**src/rtl/sr_ff_bank.sv**
```systemverilog
// N-channel SR/JK/D/T flip-flop bank with illegal-input logging (sticky flag + saturating counter).
// Define SR_FF_BANK_EDGE_DET_EN to add registered rise/fall pulse outputs.
module sr_ff_bank #(
   parameter int             N           = 8,
   parameter logic [N-1:0]   RST_VAL     = {N{1'b0}},
   parameter int             SR_PRIORITY = 0,
   parameter int             CNT_W       = 8
) (
   input  logic             clk,
   input  logic             rstn,
   input  logic             en,
   input  logic [1:0]       mode,
   input  logic [N-1:0]     a,
   input  logic [N-1:0]     b,
   input  logic             clr_err,
   output logic [N-1:0]     q,
   output logic [N-1:0]     qbar,
   output logic [N-1:0]     illegal,
   output logic             err_sticky,
`ifdef SR_FF_BANK_EDGE_DET_EN
   output logic [CNT_W-1:0] err_cnt,
   output logic [N-1:0]     rise,
   output logic [N-1:0]     fall
`else
   output logic [CNT_W-1:0] err_cnt
`endif
);

   typedef enum logic [1:0] {
      MODE_SR = 2'b00,
      MODE_JK = 2'b01,
      MODE_D  = 2'b10,
      MODE_T  = 2'b11
   } mode_e;

   localparam logic [CNT_W-1:0] CNT_MAX = {CNT_W{1'b1}};

   mode_e            mode_w;
   logic [N-1:0]     q_q, q_d;
   logic [N-1:0]     illegal_q, illegal_d;
   logic [N-1:0]     sr_ill_w;
   logic             event_w;
   logic             err_sticky_q, err_sticky_d;
   logic [CNT_W-1:0] err_cnt_q, err_cnt_d, err_cnt_base;

   assign mode_w   = mode_e'(mode);
   assign sr_ill_w = (mode_w == MODE_SR) ? (a & b) : '0;
   assign event_w  = en & (|sr_ill_w);

   // NOTE: every always_comb output gets a default first so no path leaves it unassigned (no latch).
   always_comb begin
      q_d       = q_q;
      illegal_d = illegal_q;
      if (en) begin
         illegal_d = sr_ill_w;
         for (int i = 0; i < N; i++) begin
            unique case (mode_w)
               MODE_SR: begin
                  case ({a[i], b[i]})
                     2'b01: q_d[i] = 1'b0;
                     2'b10: q_d[i] = 1'b1;
                     2'b11: begin
                        if (SR_PRIORITY == 1)      q_d[i] = 1'b1;
                        else if (SR_PRIORITY == 2) q_d[i] = 1'b0;
                     end
                     default: q_d[i] = q_q[i];
                  endcase
               end
               MODE_JK: begin
                  case ({a[i], b[i]})
                     2'b01:   q_d[i] = 1'b0;
                     2'b10:   q_d[i] = 1'b1;
                     2'b11:   q_d[i] = ~q_q[i];
                     default: q_d[i] = q_q[i];
                  endcase
               end
               MODE_D:  q_d[i] = a[i];
               MODE_T:  q_d[i] = q_q[i] ^ a[i];
            endcase
         end
      end
   end

   // Clear happens first, so a same-edge event counts from zero.
   always_comb begin
      err_cnt_base = clr_err ? '0 : err_cnt_q;
      err_cnt_d    = err_cnt_base;
      if (event_w && (err_cnt_base != CNT_MAX)) err_cnt_d = err_cnt_base + CNT_W'(1);
      err_sticky_d = (err_sticky_q & ~clr_err) | event_w;
   end

   // NOTE: sequential state uses non-blocking assignments so all flops update from pre-edge values.
   always_ff @(posedge clk) begin
      if (!rstn) begin
         q_q          <= RST_VAL;
         illegal_q    <= '0;
         err_sticky_q <= 1'b0;
         err_cnt_q    <= '0;
      end else begin
         q_q          <= q_d;
         illegal_q    <= illegal_d;
         err_sticky_q <= err_sticky_d;
         err_cnt_q    <= err_cnt_d;
      end
   end

`ifdef SR_FF_BANK_EDGE_DET_EN
   logic [N-1:0] rise_q, fall_q;

   // Reset holds the pulses low, so loading RST_VAL never shows up as an edge.
   always_ff @(posedge clk) begin
      if (!rstn) begin
         rise_q <= '0;
         fall_q <= '0;
      end else begin
         rise_q <= q_d & ~q_q;
         fall_q <= ~q_d & q_q;
      end
   end

   assign rise = rise_q;
   assign fall = fall_q;
`endif

   assign q          = q_q;
   assign qbar       = ~q_q;
   assign illegal    = illegal_q;
   assign err_sticky = err_sticky_q;
   assign err_cnt    = err_cnt_q;

endmodule
```
**config.mk**
```make
export PLATFORM = sky130hd
export DESIGN_NAME = sr_ff_bank
export DESIGN_NICKNAME = d
export VERILOG_FILES = /design/src/rtl/sr_ff_bank.sv
export SDC_FILE = /design/constraint.sdc
export NUM_CORES = 1
export LEC_CHECK = 0
export BUFFER_PORTS_ARGS = -buffer_cell sky130_fd_sc_hd__buf_4
export CAP_MARGIN = 0
export CORE_MARGIN = 2
export CORE_UTILIZATION = 31
export CTS_BUF_LIST = sky130_fd_sc_hd__clkbuf_16
export DETAILED_ROUTE_END_ITERATION = 8
export PLACE_DENSITY = 0.51
export RECOVER_POWER = 100
export SLEW_MARGIN = 10
export SYNTH_ARGS = -nofsm -noshare
export SYNTH_HDL_FRONTEND = slang
export SYNTH_SLANG_ARGS = --single-unit
export TNS_END_PERCENT = 10
```
**constraint.sdc**
```tcl
create_clock -name clk -period 1.99 [get_ports clk]
set_input_delay 0.0995 -clock clk [delete_from_list [all_inputs] [get_ports clk]]
set_output_delay 0.0995 -clock clk [all_outputs]
set_load 0.03 [all_outputs]
```
==> metrics.yaml, run 1 <==
status: "completed"
r2r_setup_slack_ns: 0.28
setup_violations: 0
final_nets: 330
r2r-end: "err_cnt[3]"
r2r_cells: 6
cts_hold_buf: 0
synth-seq-cells: 25
report.final.slew_viol_count: 0
netlist_instances: 237
end_kind: "flop"
critPathLaunchType: "flop"
ctsResizeCount: 0
utilization: 0.390
synth_edf_count: 0
cpPeakStageDelay_ns: 0.42
wl_per_cell_microns: 13.3
synth_nets: 278
drtIter0Drc: 65
hp-start: "b[7]"
whs_path_depth: 3
grt_pass1_vias: 1557
dr.pass1.iters: 4
io_buffer_count: 54
leakage_nw: 0.966
syn_to_final_growth_pct: 22.2
cap_violations: 0
hold_violations: 0
yosys_warnings: 0
root_buffer: "clkbuf_16"
clock_path_buffers: 2
pin_count: 55
p_int_w: 0.000905
path_buf_inv: 0
powerDensity_nw_per_um2: 571
fmax_ghz: 0.584
diodes: 0
cts_max_level: 1
mostFrequentLayoutCells: "35 x clkbuf_1, 25 x dfxtp_1, 24 x inv_1, 24 x buf_4, 19 x ha_1"
r2r-start: "err_cnt[0]"
holdWs_ns: 0.149
period_share: 0.861
grt_overflow: 0
power.switching_w: 0.000405
clkPwrFrac: 0.343
syn_area_per_cell_sq_um: 7.92
critPathMaxFanout: 4
synthFlopType: "dfxtp_1"
clock-sinks: 25
crit_slowest_cell: "or3_1"
skew_ns: 0.000512
power_frac_seq: 0.410
hold_end: "illegal[7]"
clk_latency_ns: 0.26
grt_max_degree: 37
worst-setup-path-type: "reg -> reg"
synth.cell_area_sq_um: 1880
ir_worst_vdd_uv: 321
required_ns: 2.18
p_comb_frac: 0.247
rsz0062_at_grt: "no"
cts_made_buffers: 3
postCtsSetupBuffers: 0
worst_pin_slew_ns: 0.668
path_clk_slew_ns: 0.06
ys_seq_area_frac: 0.266
drive_gt1_frac: 0.108
grtUsageTotal: 0.143
dieArea_sq_um: 6700
min_period_ns: 1.71
antenna_found_initial: 0
worstPathCellList: "nor2b_1 -> ha_1 -> nand2_1 -> or3_1 -> nand3_1 -> mux2i_1"
relSlewSlack: 0.554
vias: 1822
ys_types: 40
mostFrequentLayoutCell: "clkbuf_1"
die_h_microns: 81.8
vias_per_cell: 5.02
async_flop_share: 0
dp.final_hpwl_microns: 3560
coreArea_sq_um: 5890
postRouteAntennaNets: 0
cp.arrival_ns: 1.90
tns_ns: 0
n_fill_cell: 659
fp.dieW_microns: 81.8
hp-class: "in -> reg"
place_congestion: 0.742
drc_errors: 0
cp-startpoint: "err_cnt[0]"
cts_tree: "yes"
critPathTopFamily: "simple AND/OR/NAND/NOR gates"
grt_pass1_wl_microns: 7530
fp-row-count: 28
swShare: 0.309
start_util: 0.319
wl_microns: 4820
p_total_w: 0.00131
==> how the worst max path moves through the flow <==
stage                       to  slack (ns)  cells past startpoint
global route        err_cnt[3]        0.12                      6
floorplan           err_cnt[6]        0.12                      6
finish              err_cnt[3]        0.28                      6
detailed placement  err_cnt[4]        0.17                      6
global placement    err_cnt[7]        0.17                      6
CTS                 err_cnt[3]        0.27                      6
==> power by group through the flow <==
stage                     clock [W]  sequential [W]  combinational, W
after global placement            0        0.000549          0.000355
after global routing       0.000478        0.000540          0.000362
final                      0.000450        0.000537          0.000323
after CTS                  0.000457        0.000537          0.000355
after detailed placement          0        0.000549          0.000354
after floorplan                   0        0.000579          0.000188
==> layout make-up <==
| type | instances | area [sq um] | share of cell area |
|---|---|---|---|
| clock buffers | 3 | 75.1 | 0.0327 |
| clock inverters | 1 | 3.75 | 0.00164 |
| inverters | 24 | 90.1 | 0.0393 |
| multi-input cells | 175 | 1210 | 0.529 |
| flip-flops and latches | 25 | 500 | 0.218 |
| well taps | 75 | 93.8 | 0.0409 |
| repair buffers | 60 | 317 | 0.138 |
==> kinds of logic after synthesis <==
| group | count (synthesis) | share of synthesized area |
|---|---|---|
| buffers and inverters | 37 | 0.0866 |
| and+or+nand+nor | 97 | 0.305 |
| adders and majority gates | 19 | 0.127 |
| muxes | 4 | 0.0213 |
| AOI/OAI and AO/OA | 55 | 0.194 |
| DFF | 25 | 0.266 |
==> state kept, by name, indices dropped and copies added (netlist names) <==
name and count:
err_cnt 8, err_sticky 1, q 8, illegal 8
==> worst min-delay path: cells and delay by family <==
kind            cells  cell delay [ns]
compound gates      1             0.09
buf+inv             1             0.11
simple gates        1             0.07
==> metal layers <==
metal  share of wire  up-vias  GRT usage
li1                -      954          -
met3           0.039        2     0.0209
met1            0.50      840      0.195
met4          0.0068        0     0.0350
met2            0.46       26      0.235
met5               0        -          0
==> Yosys cell counts, types with 2 or more instances <==
master,n,share of area
a211oi_1,2,0.0080
a22oi_1,6,0.024
ha_1,19,0.13
nor3_1,3,0.0080
nand3_1,7,0.019
inv_1,23,0.046
nor2b_1,2,0.0067
mux2i_1,4,0.021
a21oi_1,17,0.045
and3_1,6,0.020
nor4_1,2,0.0067
nand2b_1,7,0.023
a31oi_1,9,0.030
or4_1,7,0.028
nor2_1,15,0.030
clkbuf_1,9,0.018
dfxtp_1,25,0.27
or3_1,8,0.027
buf_6,3,0.018
nand4_1,2,0.0067
nand3b_1,18,0.072
o21ai_0,8,0.021
nand2_1,16,0.032
a21o_1,2,0.0080
o22ai_1,2,0.0067
==> metrics by stage <==
stage               worst slack, ns  instance area, sq um  cells
floorplan                     0.124                  1880    237
global placement              0.173                  2350    359
detailed placement            0.165                  2350    359
CTS                           0.268                  2430    363
global route                  0.120                  2290    363
finish                        0.277                  2290    363
No activity file was read; power rests on OpenSTA's default activity.
==> inputs of run 2 (changes only) <==
SETUP_SLACK_MARGIN = 0.4   (was unset)
==> run 2 against run 1 <==
Compared with the run above:
- sequential share of layout area is 0.18 points lower
- non-clock buffer count increased by 1
- critical path depth is 1 higher
- worst setup slack improved by 0.12 ns
==> metrics.yaml, run 2 (synthesized netlist as in run 1, its figures left out) <==
dp.final_hpwl_microns: 3610
cts_tree: "yes"
fp-row-count: 28
n_fill_cell: 659
mostFrequentLayoutCells: "40 x clkbuf_1, 23 x inv_1, 23 x dfxtp_1"
period_share: 0.801
die_h_microns: 81.8
vias_per_cell: 5.12
cap_violations: 0
cp.arrival_ns: 1.78
cts_hold_buf: 0
pre_cts_ws_ns: 0.139
syn_to_final_growth_pct: 25.0
hold_violations: 0
stdcell_count: 364
dieArea_sq_um: 6700
final_nets: 331
mostFrequentLayoutCell: "clkbuf_1"
coreArea_sq_um: 5890
relSlewSlack: 0.594
clock-sinks: 25
dr.pass1.iters: 4
rsz0062_at_grt: "yes"
io_buffer_count: 54
report.final.slew_viol_count: 0
ir_worst_vdd_uv: 346
leakage_nw: 0.968
dp.cells: 357
worst_pin_slew_ns: 0.608
status: "completed"
critPathLaunchType: "primary input"
clk_latency_ns: 0.26
hp-class: "in -> reg"
path_clk_slew_ns: 0.07
grt_pass1_wl_microns: 8040
vias: 1865
grt_pass1_vias: 1654
grtUsageTotal: 0.154
postRouteAntennaNets: 0
end_kind: "flop"
drive_gt1_frac: 0.125
start_util: 0.319
fp.dieW_microns: 81.8
diodes: 0
required_ns: 2.18
place_congestion: 0.767
root_buffer: "clkbuf_16"
tns_ns: 0
critPathMaxFanout: 10
skew_ns: 0.00169
grt_overflow: 0
wl_per_cell_microns: 13.6
fin_ws_ns: 0.395
clock_path_buffers: 2
antenna_found_initial: 0
holdWs_ns: 0.126
min_period_ns: 1.59
worst-setup-path-type: "in -> reg"
cts_made_buffers: 3
wl_microns: 4970
drtIter0Drc: 88
cts_max_level: 1
pin_count: 55
drc_errors: 0
setup_violations: 0
fmax_ghz: 0.627
powerDensity_nw_per_um2: 569
grt_max_degree: 37
==> run 2: through the flow <==
| stage | cell area, sq um | total power, W | utilization |
|---|---|---|---|
| 5_1_grt | 2350 | 0.00141 | 0.399 |
| 3_5_place_dp | 2350 | 0.000901 | 0.399 |
| 6_report | 2350 | 0.00134 | 0.399 |
| 3_3_place_gp | 2350 | 0.000899 | 0.399 |
| 2_1_floorplan | 1890 | 0.000765 | - |
| 4_1_cts | 2460 | 0.00139 | 0.418 |
==> run 2: path summary, 6_finish.rpt <==
| check | startpoint | endpoint | slack, ns | depth (start not counted) |
|---|---|---|---|---|
| hold / removal | en | illegal[2] | 0.13 | 3 |
| hold reg to reg | err_sticky | err_sticky | 0.48 | 2 |
| setup reg to reg | err_cnt[0] | err_cnt[5] | 0.47 | 6 |
| setup / recovery | a[4] | err_cnt[5] | 0.40 | 7 |
==> run 2: layout make-up <==
class	count	area (sq um)	share of cell area
Clock buffer	3	75.1	0.0320
Multi-Input combinational cell	175	1260	0.539
Tap cell	75	93.8	0.0400
Clock inverter	1	8.76	0.00373
Sequential cell	25	508	0.216
Timing Repair Buffer	61	308	0.131
Inverter	24	90.1	0.0384
==> run 2: routing by layer <==
layer | GRT usage | up-vias | part of all wire
met5 | 0 | - | 0
met4 | 0.0400 | 0 | 0.011
met3 | 0.0286 | 5 | 0.052
met2 | 0.243 | 46 | 0.44
met1 | 0.215 | 862 | 0.50
li1 | - | 952 | -
==> run 2: critical path: stages <==
cell and delay [ns]:
clkbuf_1 0.14, ha_1 0.24, or4_1 0.59, o31ai_4 0.23, buf_4 0.19, o311ai_0 0.14, a21oi_1 0.15
==> run 2: power breakdown <==
part / leakage, nW / internal (W) / switching, W
sequential: 0.205 / 0.000516 / 0.0000179
combinational: 0.721 / 0.000114 / 0.000207
clock: 0.0415 / 0.000278 / 0.000204
total: 0.968 / 0.000908 / 0.000429
==> run 2: repair_timing <==
item                                    4_1_cts  5_1_grt
endpoints found under the setup margin        8        8
endpoints found under the hold margin         0        0
resized for setup                             6        4
setup buffers                                 0        3
pin swaps                                     1        3
==> inputs of run 3 (changes only) <==
clock period = 1.6 ns   (was 1.99 ns; I/O delays follow)
==> run 3 against run 2 <==
Compared with the run above:
- hold slack worse by 0.0017 ns
- sequential share of layout area is 2.0 points lower
- clock skew about the same
- die area unchanged
- count of clock-buffer cells in the layout unchanged
- flip-flop and latch count stayed put
- critical path depth unchanged
- utilization rose by 4.1 points
- combinational power increased by 40%
==> metrics.yaml, run 3 (synthesized netlist as in run 1, its figures left out) <==
status: "completed"
fmax_ghz: 0.675
r2r_cells: 7
critPathMaxFanout: 7
r2r_setup_slack_ns: 0.12
postRouteAntennaNets: 0
drtIter0Drc: 87
final_area_sq_um: 2590
fin_ws_ns: 0.119
cts_tree: "yes"
p_total_w: 0.00166
grt_pass1_vias: 1741
grtUsageTotal: 0.153
wl_per_cell_microns: 12.9
met1Wirelength_microns: 2440
root_buffer: "clkbuf_16"
r2r-start: "err_cnt[1]"
whs_path_depth: 3
report.final.slew_viol_count: 0
powerDensity_nw_per_um2: 640
diodes: 0
clock_path_buffers: 2
r2r-end: "err_cnt[5]"
rsz0062_at_grt: "yes"
grt_overflow: 0
grt_max_degree: 26
fp.dieW_microns: 81.8
route.met2.wl_microns: 2280
wl_met3_microns: 186
drc_errors: 0
clk_latency_ns: 0.26
coreArea_sq_um: 5890
start_util: 0.319
hold_end: "illegal[7]"
io_buffer_count: 54
critPathLaunchType: "flop"
dp.final_hpwl_microns: 3820
vias_per_cell: 5.03
fp-row-count: 28
dpl_cell_area_sq_um: 2600
path_clk_slew_ns: 0.06
die_h_microns: 81.8
setup_violations: 0
hold_violations: 0
final_nets: 353
cap_violations: 0
worst_pin_slew_ns: 0.500
period_share: 0.926
hp-class: "in -> reg"
cp.arrival_ns: 1.62
holdWs_ns: 0.124
pin_count: 55
hp-start: "b[7]"
relSlewSlack: 0.666
topRoutingLayerUsed: "met4"
mostFrequentLayoutCell: "buf_4"
skew_ns: 0.00171
min_period_ns: 1.48
pre_cts_ws_ns: -0.0591
dieArea_sq_um: 6700
wl_microns: 4970
antenna_found_initial: 0
drive_gt1_frac: 0.206
place_congestion: 0.791
dr.pass1.iters: 4
worst-setup-path-type: "reg -> reg"
cts_hold_buf: 0
required_ns: 1.74
leakage_nw: 1.09
cts_made_buffers: 3
syn_to_final_growth_pct: 37.8
mostFrequentLayoutCells: "41 x buf_4, 39 x clkbuf_1, 24 x inv_1"
vias: 1943
end_kind: "flop"
cts_max_level: 1
grt_pass1_wl_microns: 8160
clock-sinks: 25
ir_worst_vdd_uv: 377
## run 3: worst max-delay path, cell delays in order, from the launching register on
cell	delay [ns]
dfxtp_4	0.35
nor2b_4	0.16
ha_4	0.15
nand2_2	0.07
nor3_4	0.31
buf_4	0.17
a2111o_1	0.10
a21oi_2	0.05
## run 3: worst max path at each step
stage          cells past startpoint  startpoint    endpoint  slack (ns)
3_3_place_gp                       7        a[3]  err_cnt[4]       -0.03
6_report                           7  err_cnt[1]  err_cnt[5]        0.12
2_1_floorplan                      5        a[3]  err_cnt[0]        0.11
4_1_cts                            5  err_cnt[0]  err_cnt[2]        0.14
5_1_grt                            6  err_cnt[1]  err_cnt[3]        0.04
3_5_place_dp                       7        a[3]  err_cnt[1]       -0.06
## run 3: what timing repair did
| action | CTS | global route |
|---|---|---|
| setup buffers | 2 | 4 |
| gates resized for setup | 0 | 4 |
| endpoints found under the setup margin | 14 | 15 |
| pin swaps | 3 | 4 |
## run 3: metrics by stage
step	TNS (ns)	std cells	util
global placement	-0.135	376	0.442
global route	0	386	0.440
CTS	0	382	0.458
detailed placement	-0.271	376	0.442
finish	0	386	0.440
floorplan	0	237	-
## run 3: cell type report
type	count	area (sq um)
clock buffers	3	75.1
clock inverters	1	3.75
fillers	632	3300
inverters	24	90.1
multi-input cells	175	1310
flip-flops and latches	25	508
well taps	75	93.8
repair buffers	83	505
## run 3: power by group
group	internal, W	switching (W)	total, W
Clock	0.000334	0.000212	0.000546
Combinational	0.000179	0.000268	0.000447
Sequential	0.000642	0.0000217	0.000664
## run 3: metal layers
layer	global-route usage	vias to the layer above
li1	-	998
met1	0.219	904
met2	0.237	35
met3	0.0198	6
met4	0.0517	0
met5	0	-
